`config.mk`:
```
export PLATFORM = sky130hd
export DESIGN_NAME = vga_sync_gen
export DESIGN_NICKNAME = d
export VERILOG_FILES = /design/src/rtl/vga_sync_gen.sv
export SDC_FILE = /design/constraint.sdc
export NUM_CORES = 1
export LEC_CHECK = 0
export CORE_MARGIN = 8
export CORE_UTILIZATION = 30
export DETAILED_ROUTE_END_ITERATION = 16
export PLACE_DENSITY = 0.58
export SYNTH_ARGS = -nofsm -noshare
export SYNTH_HDL_FRONTEND = slang
export SYNTH_SLANG_ARGS = --single-unit
```
`constraint.sdc`:
```
create_clock -name clk -period 5.03 [get_ports clk]
set_input_delay 1.006 -clock clk [delete_from_list [all_inputs] [get_ports clk]]
set_output_delay 1.006 -clock clk [all_outputs]
set_load 0.005 [all_outputs]
```
`src/rtl/vga_sync_gen.sv`:
```
// VGA raster timing generator: pixel coordinates, registered sync/enable decodes,
// and a ce-qualified delay line that keeps pad outputs aligned with registered overlays.
module vga_sync_gen #(
    parameter int   H_DISPLAY   = 640,
    parameter int   H_FRONT     = 16,
    parameter int   H_SYNC      = 96,
    parameter int   H_BACK      = 48,
    parameter int   V_DISPLAY   = 480,
    parameter int   V_FRONT     = 10,
    parameter int   V_SYNC      = 2,
    parameter int   V_BACK      = 33,
    parameter logic SYNC_ACTIVE = 1'b0,
    parameter int   PIPE_DELAY  = 1
) (
    input  logic       clk,
    input  logic       rst,
    input  logic       ce,
    output logic [9:0] x,
    output logic [9:0] y,
    output logic       display_on,
    output logic       hsync,
    output logic       vsync,
    output logic       display_on_d,
    output logic       hsync_d,
    output logic       vsync_d,
    output logic       line_start,
    output logic       frame_start,
    output logic [7:0] frame_count
);

    localparam int H_TOTAL = H_DISPLAY + H_FRONT + H_SYNC + H_BACK;
    localparam int V_TOTAL = V_DISPLAY + V_FRONT + V_SYNC + V_BACK;

    localparam logic [9:0] H_LAST   = 10'(H_TOTAL - 1);
    localparam logic [9:0] V_LAST   = 10'(V_TOTAL - 1);
    localparam logic [9:0] H_VIS    = 10'(H_DISPLAY);
    localparam logic [9:0] V_VIS    = 10'(V_DISPLAY);
    localparam logic [9:0] HS_START = 10'(H_DISPLAY + H_FRONT);
    localparam logic [9:0] HS_END   = 10'(H_DISPLAY + H_FRONT + H_SYNC);
    localparam logic [9:0] VS_START = 10'(V_DISPLAY + V_FRONT);
    localparam logic [9:0] VS_END   = 10'(V_DISPLAY + V_FRONT + V_SYNC);

    // {display_on, hsync, vsync} as held by an empty delay stage
    localparam logic [2:0] PIPE_RST = {1'b0, ~SYNC_ACTIVE, ~SYNC_ACTIVE};

    logic [9:0] x_next;
    logic [9:0] y_next;
    logic       h_wrap;
    logic       f_wrap;

    always_comb begin
        x_next = x;
        y_next = y;
        h_wrap = (x == H_LAST);
        f_wrap = h_wrap && (y == V_LAST);
        if (ce) begin
            x_next = h_wrap ? 10'd0 : x + 10'd1;
            if (h_wrap) begin
                y_next = f_wrap ? 10'd0 : y + 10'd1;
            end
        end
    end

    // Decodes are taken from x_next/y_next so they land in the same cycle as the coordinates.
    always_ff @(posedge clk or posedge rst) begin
        if (rst) begin
            x           <= 10'd0;
            y           <= 10'd0;
            frame_count <= 8'd0;
            display_on  <= 1'b1;
            hsync       <= ~SYNC_ACTIVE;
            vsync       <= ~SYNC_ACTIVE;
            line_start  <= 1'b0;
            frame_start <= 1'b0;
        end else if (ce) begin
            x           <= x_next;
            y           <= y_next;
            display_on  <= (x_next < H_VIS) && (y_next < V_VIS);
            hsync       <= ((x_next >= HS_START) && (x_next < HS_END)) ? SYNC_ACTIVE : ~SYNC_ACTIVE;
            vsync       <= ((y_next >= VS_START) && (y_next < VS_END)) ? SYNC_ACTIVE : ~SYNC_ACTIVE;
            line_start  <= h_wrap;
            frame_start <= f_wrap;
            if (f_wrap) begin
                frame_count <= frame_count + 8'd1;
            end
        end else begin
            line_start  <= 1'b0;
            frame_start <= 1'b0;
        end
    end

    generate
        if (PIPE_DELAY == 0) begin : g_bypass
            assign display_on_d = display_on;
            assign hsync_d      = hsync;
            assign vsync_d      = vsync;
        end else begin : g_pipe
            logic [2:0] pipe [PIPE_DELAY];

            always_ff @(posedge clk or posedge rst) begin
                if (rst) begin
                    for (int i = 0; i < PIPE_DELAY; i++) begin
                        pipe[i] <= PIPE_RST;
                    end
                end else if (ce) begin
                    pipe[0] <= {display_on, hsync, vsync};
                    for (int i = 1; i < PIPE_DELAY; i++) begin
                        pipe[i] <= pipe[i-1];
                    end
                end
            end

            assign display_on_d = pipe[PIPE_DELAY-1][2];
            assign hsync_d      = pipe[PIPE_DELAY-1][1];
            assign vsync_d      = pipe[PIPE_DELAY-1][0];
        end
    endgenerate

endmodule

```
==> summary.txt <==
STA
  • Max Fclk: 0.299 GHz
  • Clk_skew: 0.00816 ns
  • Tcrit/Tclk final: 0.664
  • # setup viols final: 0
  • Post-Route Setup TNS: 0 ns
  • Hold Slack: 0.495 ns
  • Slew Viols, Final: 0
  • Final hold vios: 0
  • Worst Tran Pin Value: 0.552 ns
  • Crit path time final: 3.34 ns
  • Slew HR: 0.631
  • RSZ-0062 raised after global routing: no

Placed design
  • I/O Buffers: 38
  • Detail Placement HPWL: 3330 um
  • Gpl congestion: 0.816
  • Placed inst area: 2410 um^2

Clocking
  • CTS sink count: 36
  • CTS tree: built
  • Post-CTS sizing: 0
  • Post-CTS setup buffer count: 0
  • TritonCTS Buffers: 5
  • Clk_lat worst skew: 0.29 ns
  • Clock buffer depth: 2
  • Post-CTS Hold Fix Bufs: 0
  • Clock Root Buffer: clkbuf_8
  • Clk pin slew, worst setup/hold paths: 0.07 ns
  • H-Tree Depth: 2

Drt
  • Violation count after the first detailed-route iteration: 151
  • DRC viols: 0
  • Routed vias/inst: 5.11
  • Pre-antenna DRT Iters: 4
  • Wire per inst: 15.0 um
  • Via count: 1604
  • Final ANT Viol Nets: 0
  • Post-Route WL: 4700 um

Pwr
  • Sw frac: 0.317
  • Leakage power: 1.01 nW
  • Worst VDD drop: 0.178 mV
  • Psw: 0.000249 W
  • Clk pwr share: 0.274
  • Pwr/cell area: 313 nW/um^2
  • Flop pwr share: 0.486
  • Internal power: 0.000535 W
  • Comb power frac: 0.240

Synth
  • Leading area contributor after synthesis: dfrtp_1
  • Synth cell count leaders: dfrtp_1 (31), nand2_1 (20), xnor2_1 (17)
  • Ys async rst share: 1.00
  • Yosys top cell area share: 0.389
  • Sequential element share of the synthesized area: 0.455
  • Count of unique library cells instantiated by Yosys: 51
  • Warnings from Yosys: 0
  • Most common cell in the synthesized netlist: dfrtp_1
  • Netlist area before placement: 1990 um^2
  • Post-synth EDFFs: 0
  • Top cells by area, synth: dfrtp_1 (39%), xnor2_1 (7.5%), dfstp_2 (6.6%)
  • Synth Register Bits: 36
  • Synth Net Count: 208
  • Mapped Avg Cell Area: 9.91 um^2
  • Synth Flop Type: dfrtp_1
  • Synthesized netlist cell count: 201

GRT
  • First-pass GRT wire length: 8120 um
  • Largest net degree at the start of global routing: 37
  • GRT Overall Usage: 0.103
  • Gr ovfl total: 0
  • Initial antenna violation count: 0
  • Vias in the first global route: 1599

Layout
  • Nets: 243
  • Fill count: 653
  • Final instance area: 2510 um^2
  • Seq. cell area: 907 um^2
  • Multi-input logic area: 986 um^2
  • P&R area growth vs syn: 25.8%
  • Layout cells sized above 1: 0.122
  • Ant diodes: 0
  • Post-Route Utilization: 0.392

Critical path
  • Crit path kind: primary input to flop
  • Worst path max stage delay: 0.82 ns
  • CP cell instances: clkdlybuf4s50_1, nand3_2, or3_1, clkinv_2, a21oi_1, and2_4, o41ai_2
  • Critical path fanouts, max: 14
  • Buf/Inv on CP: 2
  • CP Launch Type: primary input
  • CP delay by family, top: simple AND/OR/NAND/NOR gates
  • Data arrival, critical path: 3.54 ns
  • Worst endpoint required time: 5.23 ns
  • Worst setup EP type: flop
  • Slowest-stage cell, CP: clkdlybuf4s50_1

Flow run
  • Max-Cap Viols: 0

Floorplan
  • Initial Util: 0.312
  • I/O pin cnt: 39
  • Die X: 97.5 um
  • CORE AREA: 6390 um^2
  • DIE HEIGHT: 97.5 um
  • Die area: 9500 um^2
  • # rows: 29

Run status
  • Status: complete, no violations

Min path
  • Hold Crit Class: flop to flop
-- stage by stage --
| stage | setup slack [ns] | instances | power, W |
|---|---|---|---|
| 2_1_floorplan | 2.70 | 201 | 0.000490 |
| 3_3_place_gp | 1.50 | 306 | 0.000576 |
| 3_5_place_dp | 1.40 | 306 | 0.000576 |
| 4_1_cts | 1.70 | 314 | 0.000794 |
| 5_1_grt | 1.52 | 314 | 0.000835 |
| 6_report | 1.69 | 314 | 0.000784 |
-- sequential cells by signal (all words and copies together) (netlist names) --
signal and flops:
display_on 1, frame_start 1, vsync 1, line_start 1, frame_count 8, x 10, y 10, g_pipe.pipe 3
hsync 1
-- cell usage in the layout (no fill, tap or decap), types with 7 or more instances in the layout --
cell type,count
xnor2_1,17
o21ai_0,11
dfrtp_1,31
nand4_1,12
inv_1,8
nand2_1,20
clkdlybuf4s50_1,38
a21oi_1,7
nor2_1,11
-- metal layers --
metal | GRT usage | wire length, um | share of wire
met4 | 0.0466 | 93 | 0.020
met3 | 0.0356 | 288 | 0.061
met5 | 0 | 0 | 0
met1 | 0.134 | 2280 | 0.48
met2 | 0.146 | 2040 | 0.43
-- worst paths after layout --
kind,slack (ns),from,end,cells after the start
setup / recovery,1.69,ce,display_on,7
hold / removal,0.50,frame_count[7],frame_count[7],1
setup reg to reg,2.65,x[0],display_on,7
hold reg to reg,0.50,frame_count[7],frame_count[7],1
max in group asynchronous,3.58,rst,hsync,3
min in group asynchronous,1.11,rst,g_pipe.pipe[2],3
-- power groups by stage --
stage / clock, W / combinational [W] / sequential, W
2_1_floorplan: 0 / 0.000133 / 0.000356
3_3_place_gp: 0 / 0.000190 / 0.000386
5_1_grt: 0.000238 / 0.000208 / 0.000388
4_1_cts: 0.000222 / 0.000191 / 0.000381
3_5_place_dp: 0 / 0.000190 / 0.000386
6_report: 0.000214 / 0.000188 / 0.000381
-- cell families (layout without fill, tap and decap cells) --
kind of cell             after synthesis  after routing  synth area share
AND/OR/NAND/NOR                       82             82             0.244
flip-flops                            36             36             0.455
AO/OA/AOI/OAI                         34             34             0.109
buffers and inverters                 20             56            0.0496
XOR/XNOR                              19             19            0.0835
multiplexers                           6              6            0.0333
adder cells (fa/ha/maj)                4              4            0.0251
-- layout make-up --
cell class	count	area share
multi-input cells	145	0.393
flip-flops and latches	36	0.362
repair buffers	39	0.155
well taps	77	0.0384
clock buffers	7	0.0344
inverters	9	0.0140
clock inverters	1	0.00300
(Power assumes the default switching activity.)
